$ cat config.mk
export PLATFORM = sky130hd
export DESIGN_NAME = id_ex_stage
export DESIGN_NICKNAME = d
export VERILOG_FILES = /design/src/rtl/id_ex_stage.sv
export SDC_FILE = /design/constraint.sdc
export NUM_CORES = 1
export LEC_CHECK = 0
export ABC_AREA = 1
export CAP_MARGIN = 25
export CORE_MARGIN = 2
export CORE_UTILIZATION = 44
export DETAILED_ROUTE_END_ITERATION = 16
export PLACE_DENSITY_LB_ADDON = 0.08
export SYNTH_ARGS = -nofsm -noshare
export SYNTH_HDL_FRONTEND = slang
export SYNTH_SLANG_ARGS = --single-unit
$ cat constraint.sdc
create_clock -name clk -period 4.1 [get_ports clk]
set_clock_uncertainty 0.2 [all_clocks]
set_input_delay 0.82 -clock clk [delete_from_list [all_inputs] [get_ports clk]]
set_output_delay 0.82 -clock clk [all_outputs]
set_load 0.02 [all_outputs]
$ cat src/rtl/id_ex_stage.sv
// ID/EX pipeline register with load-use hazard detection and a halt drain FSM.
// Once a halt reaches EX, the stage bubbles until the core is reset.
module id_ex_stage #(
   parameter int XLEN         = 32,
   parameter int DRAIN_CYCLES = 3
) (
   input  logic            clk,
   input  logic            rst_n,
   input  logic            id_valid,
   input  logic            MemRead,
   input  logic            MemtoReg,
   input  logic            MemWrite,
   input  logic            ALUSrc,
   input  logic            RegWrite,
   input  logic            Branch,
   input  logic            jal,
   input  logic            jalr,
   input  logic            auipc,
   input  logic            halt,
   input  logic [1:0]      ALUOp,
   input  logic [XLEN-1:0] id_pc,
   input  logic [XLEN-1:0] id_rs1_data,
   input  logic [XLEN-1:0] id_rs2_data,
   input  logic [XLEN-1:0] id_imm,
   input  logic [4:0]      id_rs1,
   input  logic [4:0]      id_rs2,
   input  logic [4:0]      id_rd,
   input  logic [3:0]      id_funct,
   input  logic            stall,
   input  logic            flush,
   output logic            ex_valid,
   output logic            ex_MemRead,
   output logic            ex_MemtoReg,
   output logic            ex_MemWrite,
   output logic            ex_ALUSrc,
   output logic            ex_RegWrite,
   output logic            ex_Branch,
   output logic            ex_jal,
   output logic            ex_jalr,
   output logic            ex_auipc,
   output logic            ex_halt,
   output logic [1:0]      ex_ALUOp,
   output logic [XLEN-1:0] ex_pc,
   output logic [XLEN-1:0] ex_rs1_data,
   output logic [XLEN-1:0] ex_rs2_data,
   output logic [XLEN-1:0] ex_imm,
   output logic [4:0]      ex_rs1,
   output logic [4:0]      ex_rs2,
   output logic [4:0]      ex_rd,
   output logic [3:0]      ex_funct,
   output logic            load_use,
   output logic            halted
);

   localparam int CW = (DRAIN_CYCLES > 1) ? $clog2(DRAIN_CYCLES) : 1;

   typedef enum logic [1:0] {RUN, DRAIN, HALTED} state_t;

   typedef struct packed {
      logic            valid;
      logic            memRead;
      logic            memtoReg;
      logic            memWrite;
      logic            aluSrc;
      logic            regWrite;
      logic            branch;
      logic            jal;
      logic            jalr;
      logic            auipc;
      logic            halt;
      logic [1:0]      aluOp;
      logic [XLEN-1:0] pc;
      logic [XLEN-1:0] rs1Data;
      logic [XLEN-1:0] rs2Data;
      logic [XLEN-1:0] imm;
      logic [4:0]      rs1;
      logic [4:0]      rs2;
      logic [4:0]      rd;
      logic [3:0]      funct;
   } exReg_t;

   exReg_t         r_ex;
   exReg_t         w_idBundle;
   state_t         r_state;
   state_t         w_nextState;
   logic [CW-1:0]  r_drainCnt;
   logic [CW-1:0]  w_nextCnt;
   logic           w_load;

   assign w_idBundle = '{valid: 1'b1, memRead: MemRead, memtoReg: MemtoReg,
                         memWrite: MemWrite, aluSrc: ALUSrc, regWrite: RegWrite,
                         branch: Branch, jal: jal, jalr: jalr, auipc: auipc,
                         halt: halt, aluOp: ALUOp, pc: id_pc, rs1Data: id_rs1_data,
                         rs2Data: id_rs2_data, imm: id_imm, rs1: id_rs1,
                         rs2: id_rs2, rd: id_rd, funct: id_funct};

   assign load_use = id_valid & r_ex.valid & r_ex.memRead & (r_ex.rd != 5'd0) &
                     ((r_ex.rd == id_rs1) | (r_ex.rd == id_rs2));

   // Anything that is not a clean load becomes a bubble, so X on ID never reaches EX.
   assign w_load = id_valid & ~load_use & (r_state == RUN) & ~stall & ~flush;

   always_ff @(posedge clk or negedge rst_n) begin
      if (!rst_n)
         r_ex <= '0;
      else if (flush)
         r_ex <= '0;
      else if (stall)
         r_ex <= r_ex;
      else if (w_load)
         r_ex <= w_idBundle;
      else
         r_ex <= '0;
   end

   always_ff @(posedge clk or negedge rst_n) begin
      if (!rst_n) begin
         r_state    <= RUN;
         r_drainCnt <= '0;
      end else begin
         r_state    <= w_nextState;
         r_drainCnt <= w_nextCnt;
      end
   end

   // The drain ignores stall and flush: the halt is already committed once in EX.
   always_comb begin
      w_nextState = r_state;
      w_nextCnt   = r_drainCnt;
      case (r_state)
         RUN: begin
            if (w_load && halt) begin
               w_nextState = DRAIN;
               w_nextCnt   = CW'(DRAIN_CYCLES - 1);
            end
         end
         DRAIN: begin
            if (r_drainCnt <= CW'(1)) begin
               w_nextState = HALTED;
               w_nextCnt   = '0;
            end else begin
               w_nextCnt = r_drainCnt - CW'(1);
            end
         end
         HALTED: w_nextState = HALTED;
         default: w_nextState = RUN;
      endcase
   end

   assign halted      = (r_state == HALTED);
   assign ex_valid    = r_ex.valid;
   assign ex_MemRead  = r_ex.memRead;
   assign ex_MemtoReg = r_ex.memtoReg;
   assign ex_MemWrite = r_ex.memWrite;
   assign ex_ALUSrc   = r_ex.aluSrc;
   assign ex_RegWrite = r_ex.regWrite;
   assign ex_Branch   = r_ex.branch;
   assign ex_jal      = r_ex.jal;
   assign ex_jalr     = r_ex.jalr;
   assign ex_auipc    = r_ex.auipc;
   assign ex_halt     = r_ex.halt;
   assign ex_ALUOp    = r_ex.aluOp;
   assign ex_pc       = r_ex.pc;
   assign ex_rs1_data = r_ex.rs1Data;
   assign ex_rs2_data = r_ex.rs2Data;
   assign ex_imm      = r_ex.imm;
   assign ex_rs1      = r_ex.rs1;
   assign ex_rs2      = r_ex.rs2;
   assign ex_rd       = r_ex.rd;
   assign ex_funct    = r_ex.funct;

endmodule

Word level (Yosys, flattened, before mapping)
Index checks and enable logic that the tools add are counted.
Widths: inputs -> output; s select.
{"block": "classes", "n_eq_ne": 7, "n_reduce_logical": 6, "n_bitwise": 12, "n_lt_le_gt_ge": 1, "addsub": 1, "n_mux": 9}
{"operator": "$mux 160", "n": 3}
{"operator": "$eq 5x5->1", "n": 2}
{"operator": "$and 1x1->1", "n": 8}
{"operator": "$mux 2", "n": 4}
{"operator": "$pmux 2 s3", "n": 1}
{"operator": "$reduce_bool 5->1", "n": 1}
{"operator": "$ne 2x1->1 const B", "n": 2}
{"operator": "$pmux 2 s2", "n": 1}
{"operator": "$reduce_and 2->1", "n": 2}
{"operator": "$not 1->1", "n": 3}
{"operator": "$eq 2x1->1 const B", "n": 1}
{"operator": "$eq 2x2->1 const B", "n": 1}
{"operator": "$le 2x1->1 const B", "n": 1}
{"operator": "$logic_not 2->1", "n": 1}
{"operator": "$ne 2x2->1 const B", "n": 1}
{"operator": "$reduce_bool 2->1", "n": 1}
{"operator": "$sub 2x1->2 const B", "n": 1}
{"operator": "$logic_and 1x1->1", "n": 1}
{"operator": "$or 1x1->1", "n": 1}
{"block": "totals", "ff_bits": 164, "word_cells": 58, "out_inout_bits": 162, "inputBits": 164}

Longest topological paths before layout
Gate-level depths: netlist of the first run.
{"block": "logic_depth", "depth_word": 12, "depth_mapped": 13, "mapped_depth_nobuf": 12}

Worst setup path before layout of the first run
No wires, ideal clock.
{"block": "synth_timing", "kind": "input-to-output", "startpoint": "in id_rs2[4]", "endpoint": "out load_use", "required_time_ps": 3080, "arrival_ps": 1384, "path_buffers": 0, "path_stages": 8, "setup_slack_ps": 1696, "cell_sequence": "inv_1 > nand2_1 > nand2_1 > nor2_1 > nand3_1 > nand2_1 > nand2_2 > inv_1"}
{"block": "synth_via", "elab_chain_cells": 3}
{"item": "start, declared", "line_no": "26", "rtl": "input logic [4:0] id_rs2,"}
{"item": "$eq 5x5->1", "line_no": "98", "rtl": "((r_ex.rd == id_rs1) | (r_ex.rd == id_rs2));"}
{"item": "$or 1x1->1", "line_no": "98"}
{"item": "$and 1x1->1", "line_no": "97", "rtl": "assign load_use = id_valid & r_ex.valid & r_ex.memRead & (r_ex.rd != 5'd0) &"}
{"item": "end, declared", "line_no": "51", "rtl": "output logic load_use,"}
Every way passes these cells.

Worst setup path in the final report of the first run
{"block": "layout_timing", "startpoint": "in id_rs2[0]", "endpoint": "out load_use"}
Same word-level chain as after synthesis.

==> results.ini, run 1 <==
[pwr]
leakage_nw = 5.286
p_per_area_nw_per_um2 = 393.9
ir_drop_v = 0.0003075

[routing]
via_count = 6200
viasPerCell = 4.886
ant_nets = 0
drt_wl_total_um = 19930
drt-pass1-iter-count = 7
drcViolationCount = 0
drt_iter0_markers = 459
wl_per_cell_um = 15.70

[die]
io_pins = 326
core_sq_um = 15090
dieHeight_um = 127.6
die_x_um = 127.6
initial_core_util_pct = 44.54
rows = 45
die_area_sq_um = 16280

[clocking]
cts_buffer_depth = 2
cts_sinks = 164
path_clk_slew_ns = 0.06
cts_resized = 0
post_cts_buffers = 0
ctsHoldBuffers = 0
clk_latency_ns = 0.41
root_buffer = clkbuf_16
h-tree-depth = 4
cts_tree = done
cts_buffers = 17

[sta]
clock.fmax_mhz = 282.2
finalSetupViolations = 0
period_share_pct = 86.44
final.setup.tns_ns = 0
worstMarginPinSlew_ns = 0.9928
drv_slew = 0
hold_violations = 0
rsz0062_at_grt = false
setup_slack_ns = 0.5558
relSlewSlack_pct = 33.82
min_period_ns = 3.544

[yosys]
synth.avg_cell_area_sq_um = 8.785
synth_cell_types = 16
synthesis.instances = 765
synth-seq-cells = 164
ys_warn_count = 0
ys_seq_area_share_pct = 61.07
synthesis.area_sq_um = 6720
synth_nets = 932

[job]
maxCapViolCount = 0

[critical_path]
path_max_fanout = 3
critPathLaunchType = input port
end_kind = output port
crit_arrival_ns = 2.52
critical_path_class = input port to output port
cp_data_required_time_ns = 3.08

[grt]
grt_pass1_vias = 6121
grt_start_max_net_pins = 94
grt_overflow = 0
antenna_found_initial = 0
grtUsageTotal_pct = 24.56
grt_pass1_wl_um = 31510

[finish]
design.final.nets = 1234
layout-drive-gt1-share_pct = 4.537
layout.cells.non_filler = 1269
num-fill-cells = 1186
area_growth_pct = 57.81

[placed_design]
place_hpwl_um = 13530
routabilityCongestion = 0.7880
port_buffers = 325
place_ws_ns = 0.5561
dp_cells = 1236

[run_status]
status = finished clean

[hold_path]
hold_class = input port to async pin

-- cell usage in the layout, fill, tap and decap left out --
cell and count:
buf_4 5, nand2_1 338, clkbuf_8 1, o21ai_0 12
nand2_2 1, clkdlybuf4s50_1 323, nor2_1 8, bufinv_16 1
inv_6 2, nor4_2 1, buf_12 4, ha_1 3
dfrtp_1 164, nand2_4 1, nand3_1 162, inv_4 2
clkinv_2 6, clkbuf_16 17, diode_2 1, nand4_1 2
inv_1 16, buf_6 1, clkbuf_1 1, clkinvlp_4 4
xnor2_1 2, inv_2 3
-- worst max-delay path, stage by stage --
cell and delay, ns:
clkdlybuf4s50_1 0.51, nand2_1 0.07, inv_1 0.05, nor2_1 0.03
nor2_1 0.10, nand3_1 0.08, nand2_1 0.09, nand2_2 0.09
inv_1 0.06, clkdlybuf4s50_1 0.62
-- where the power goes --
part | leakage [nW] | switching [mW] | internal [mW] | total, mW
logic | 2.76 | 0.463 | 0.414 | 0.877
registers | 2.26 | 0.0750 | 1.74 | 1.82
clock network | 0.265 | 0.635 | 0.848 | 1.48
-- synth_stat cells --
library cell	instances	area [sq um]
inv_2	4	15.01
xnor2_1	2	17.52
nor4_2	1	12.51
buf_2	6	30.03
nand2_4	1	11.26
nand3_1	162	810.8
nor2_1	8	30.03
nand2_1	338	1269
clkbuf_1	34	127.6
buf_6	10	112.6
inv_1	17	63.81
ha_1	3	37.54
nand2_2	1	6.260
nand4_1	2	12.51
dfrtp_1	164	4104
o21ai_0	12	60.06
-- cell type report --
type | count | area (sq um) | area share [%]
timing repair buffer | 333 | 3362 | 31.70
sequential | 164 | 4104 | 38.70
inverter | 21 | 83.83 | 0.7905
multi-input combinational | 530 | 2267 | 21.38
clock buffer | 19 | 442.9 | 4.176
tap | 188 | 235.2 | 2.218
clock inverter | 13 | 107.6 | 1.015
antenna | 1 | 2.502 | 0.02360
-- flip-flops by register name, summed over array words and instances (netlist names), 2 cells and up --
| register | flops |
|---|---|
| ex_imm | 32 |
| ex_rd | 5 |
| r_drainCnt | 2 |
| ex_rs2 | 5 |
| ex_pc | 32 |
| ex_rs2_data | 32 |
| ex_funct | 4 |
| ex_ALUOp | 2 |
| ex_rs1 | 5 |
| ex_rs1_data | 32 |
| r_state | 2 |
-- logic make-up after synthesis --
logic type	count (synthesis)	share of synthesized area, %
and+or+nand+nor	513	32.02
DFF	164	61.07
buffers and inverters	71	5.194
AOI/OAI and AO/OA	12	0.8937
adders and majority gates	3	0.5586
xor gates and xnor gates	2	0.2607
-- per-layer routing --
metal	track usage (%)	routed length [um]	vias to the layer above
met5	0	0	-
met1	30.93	8065	2851
met4	12.35	823	0
li1	-	-	3045
met2	38.09	9280	250
met3	8.208	1755	54
-- stage by stage --
step	utilization [%]	power (mW)	hold slack (ns)	area, sq um
after detailed placement	66.62	2.729	0.2934	10050
after CTS	70.27	4.221	0.2006	10600
final	70.28	4.177	0.1688	10610
after floorplan	-	2.243	0.2666	6720
after global placement	66.62	2.721	0.2891	10050
after global routing	70.27	4.384	0.2298	10600
-- final timing paths --
check	startpoint	endpoint	slack (ns)	cells after the start
worst min register to register	r_state[1]	r_state[1]	0.30	2
worst max-delay path	id_rs2[0]	load_use	0.56	10
worst max register to register	r_state[0]	ex_imm[8]	1.58	9
worst min-delay path	rst_n	ex_rs1[1]	0.17	1
max in group asynchronous	rst_n	ex_rs2_data[13]	2.74	2
min in group clk	r_state[1]	r_state[1]	0.30	2
No activity file was read; power rests on OpenSTA's default activity.
==> inputs of run 2 (changes only) <==
--- a/config.mk
+++ b/config.mk
@@ -8,7 +8,7 @@
 export ABC_AREA = 1
 export CAP_MARGIN = 25
 export CORE_MARGIN = 2
-export CORE_UTILIZATION = 44
+export CORE_UTILIZATION = 41
 export DETAILED_ROUTE_END_ITERATION = 16
 export PLACE_DENSITY_LB_ADDON = 0.08
 export SYNTH_ARGS = -nofsm -noshare
==> constraint.sdc (replaced) <==
create_clock -name clk -period 3.6 [get_ports clk]
set_clock_uncertainty 0.2 [all_clocks]
set_input_delay 0.72 -clock clk [delete_from_list [all_inputs] [get_ports clk]]
set_output_delay 0.72 -clock clk [all_outputs]
set_load 0.02 [all_outputs]
==> run 2 against run 1 <==
Combinational power is 16% higher; final area is 1.4% higher; clock-buffer cell count is 2 lower; final cell count is 2.5% higher; utilization is 2.8 points lower; largest power group unchanged.
==> results.ini, run 2 (same netlist as run 1, synthesis figures left out) <==
[finish]
multi_input_area_sq_um = 2267
design.final.nets = 1239
antenna_cells = 0
num-fill-cells = 1339
final_cell_mix = nand2_1, clkdlybuf4s50_1, dfrtp_1
seq_area_sq_um = 4104
layout_commonest_cell = nand2_1
final_util_pct = 67.45
layout-drive-gt1-share_pct = 5.069
area_growth_pct = 60.03

[critical_path]
path_max_fanout = 3
worstPathCellList = clkdlybuf4s50_1 -> inv_1 -> nand2_1 -> nand2_1 -> nor2_1 -> nand3_1 -> nand2_1 -> nand2_2 -> inv_1 -> clkdlybuf4s50_1
cp_data_required_time_ns = 2.68
crit_arrival_ns = 2.44
max_stage_delay_ns = 0.62
crit_start = id_rs2[1]
critical_path_class = input port to output port
critical-path-top-delay-family = buffers and inverters
critPathLaunchType = input port
cp_common_cell = nand2_1
rrSetupSlack_ns = 1.23
worst_path_max_delay_cell = clkdlybuf4s50_1
path_buf_inv = 4
end_kind = output port
r2r_start = r_state[0]

[sta]
clock.fmax_mhz = 298.1
drv_slew = 0
min_period_ns = 3.355
finalSetupViolations = 0
rsz0062_at_grt = false
hold_violations = 0
relSlewSlack_pct = 53.79
period_share_pct = 93.20
final.setup.tns_ns = 0
worstMarginPinSlew_ns = 0.6932

[placed_design]
port_buffers = 325
place_hpwl_um = 14680
routabilityCongestion = 0.7899

[routing]
via_count = 6337
viasPerCell = 4.871
wl_per_cell_um = 16.13
drt_iter0_markers = 336
drcViolationCount = 0
drt_wl_total_um = 20990
drt-pass1-iter-count = 5
ant_nets = 0

[grt]
grt_pass1_vias = 6291
antenna_found_initial = 0
grt_overflow = 0
grtUsageTotal_pct = 24.29
grt_pass1_wl_um = 33710
grt_start_max_net_pins = 73

[clocking]
cts_buffer_depth = 2
cts_buffers = 17
root_buffer = clkbuf_16
cts_resized = 0
clk_latency_ns = 0.42
h-tree-depth = 4
ctsHoldBuffers = 0
cts_tree = done
post_cts_buffers = 0
path_clk_slew_ns = 0.06
cts_sinks = 164

[die]
die_area_sq_um = 17430
initial_core_util_pct = 42.15
dieHeight_um = 132.0
rows = 46
core_sq_um = 15940
die_x_um = 132.0
io_pins = 326

[pwr]
leakage_nw = 5.340
p_per_area_nw_per_um2 = 460.1
ir_drop_v = 0.0003773

[hold_path]
hold_class = input port to async pin

[run_status]
status = finished clean

[job]
maxCapViolCount = 0

-- run 2: changes by cell type in the layout (fill, tap and decap cells not counted) --
cell	delta
buf_12	+2
clkbuf_1	-1
clkinv_4	+1
clkbuf_8	-1
inv_6	+2
buf_4	+3
diode_2	-1
clkinv_2	-3
bufinv_16	+2
-- run 2: worst reg2reg max path, cell delays in order, from the launching register on --
cell and delay [ns]:
dfrtp_1 0.40, inv_1 0.08, ha_1 0.19, inv_1 0.08
nor4_2 0.35, nand2_4 0.16, inv_4 0.38, buf_4 0.32
nand2_1 0.07, o21ai_0 0.07
-- run 2: metrics by stage --
step                      hold slack [ns]  instance area, sq um  cells  power, mW  worst slack [ns]
after floorplan                    0.2244                  6720    765      2.554             1.396
after global placement             0.2881                 10150   1269      3.118            0.2879
after detailed placement           0.2931                 10150   1269      3.129            0.2518
after CTS                          0.1435                 10750   1301      4.998            0.2421
after global routing               0.1664                 10750   1301      5.157            0.1591
final                              0.1123                 10750   1301      4.948            0.2450
-- run 2: power breakdown --
part | internal (mW) | switching (mW)
Sequential | 1.98 | 0.0877
Combinational | 0.481 | 0.536
Clock | 1.10 | 0.764
Total | 3.56 | 1.39
-- run 2: cell type report --
type,instances,share of cell area (%)
clock buffer,17,3.956
clock inverter,15,1.664
inverter,21,0.7795
multi-input combinational,530,21.08
sequential,164,38.16
tap,216,2.513
timing repair buffer,338,31.84
-- run 2: path summary, 6_finish.rpt --
path                                   endpoint  cells after the start
worst max register to register         ex_rd[1]                      9
worst min-delay path            ex_rs2_data[19]                      1
min in group clk                    ex_funct[1]                      2
worst max-delay path                   load_use                     10
max in group asynchronous             ex_imm[6]                      2
worst min register to register      ex_funct[1]                      2
-- run 2: per-layer routing --
layer	up-vias	track usage, %	part of all wire, %
met2	236	39.27	48
met4	0	10.39	3.4
li1	3060	-	-
met5	-	0	0
met3	44	7.074	7.4
met1	2997	30.55	41
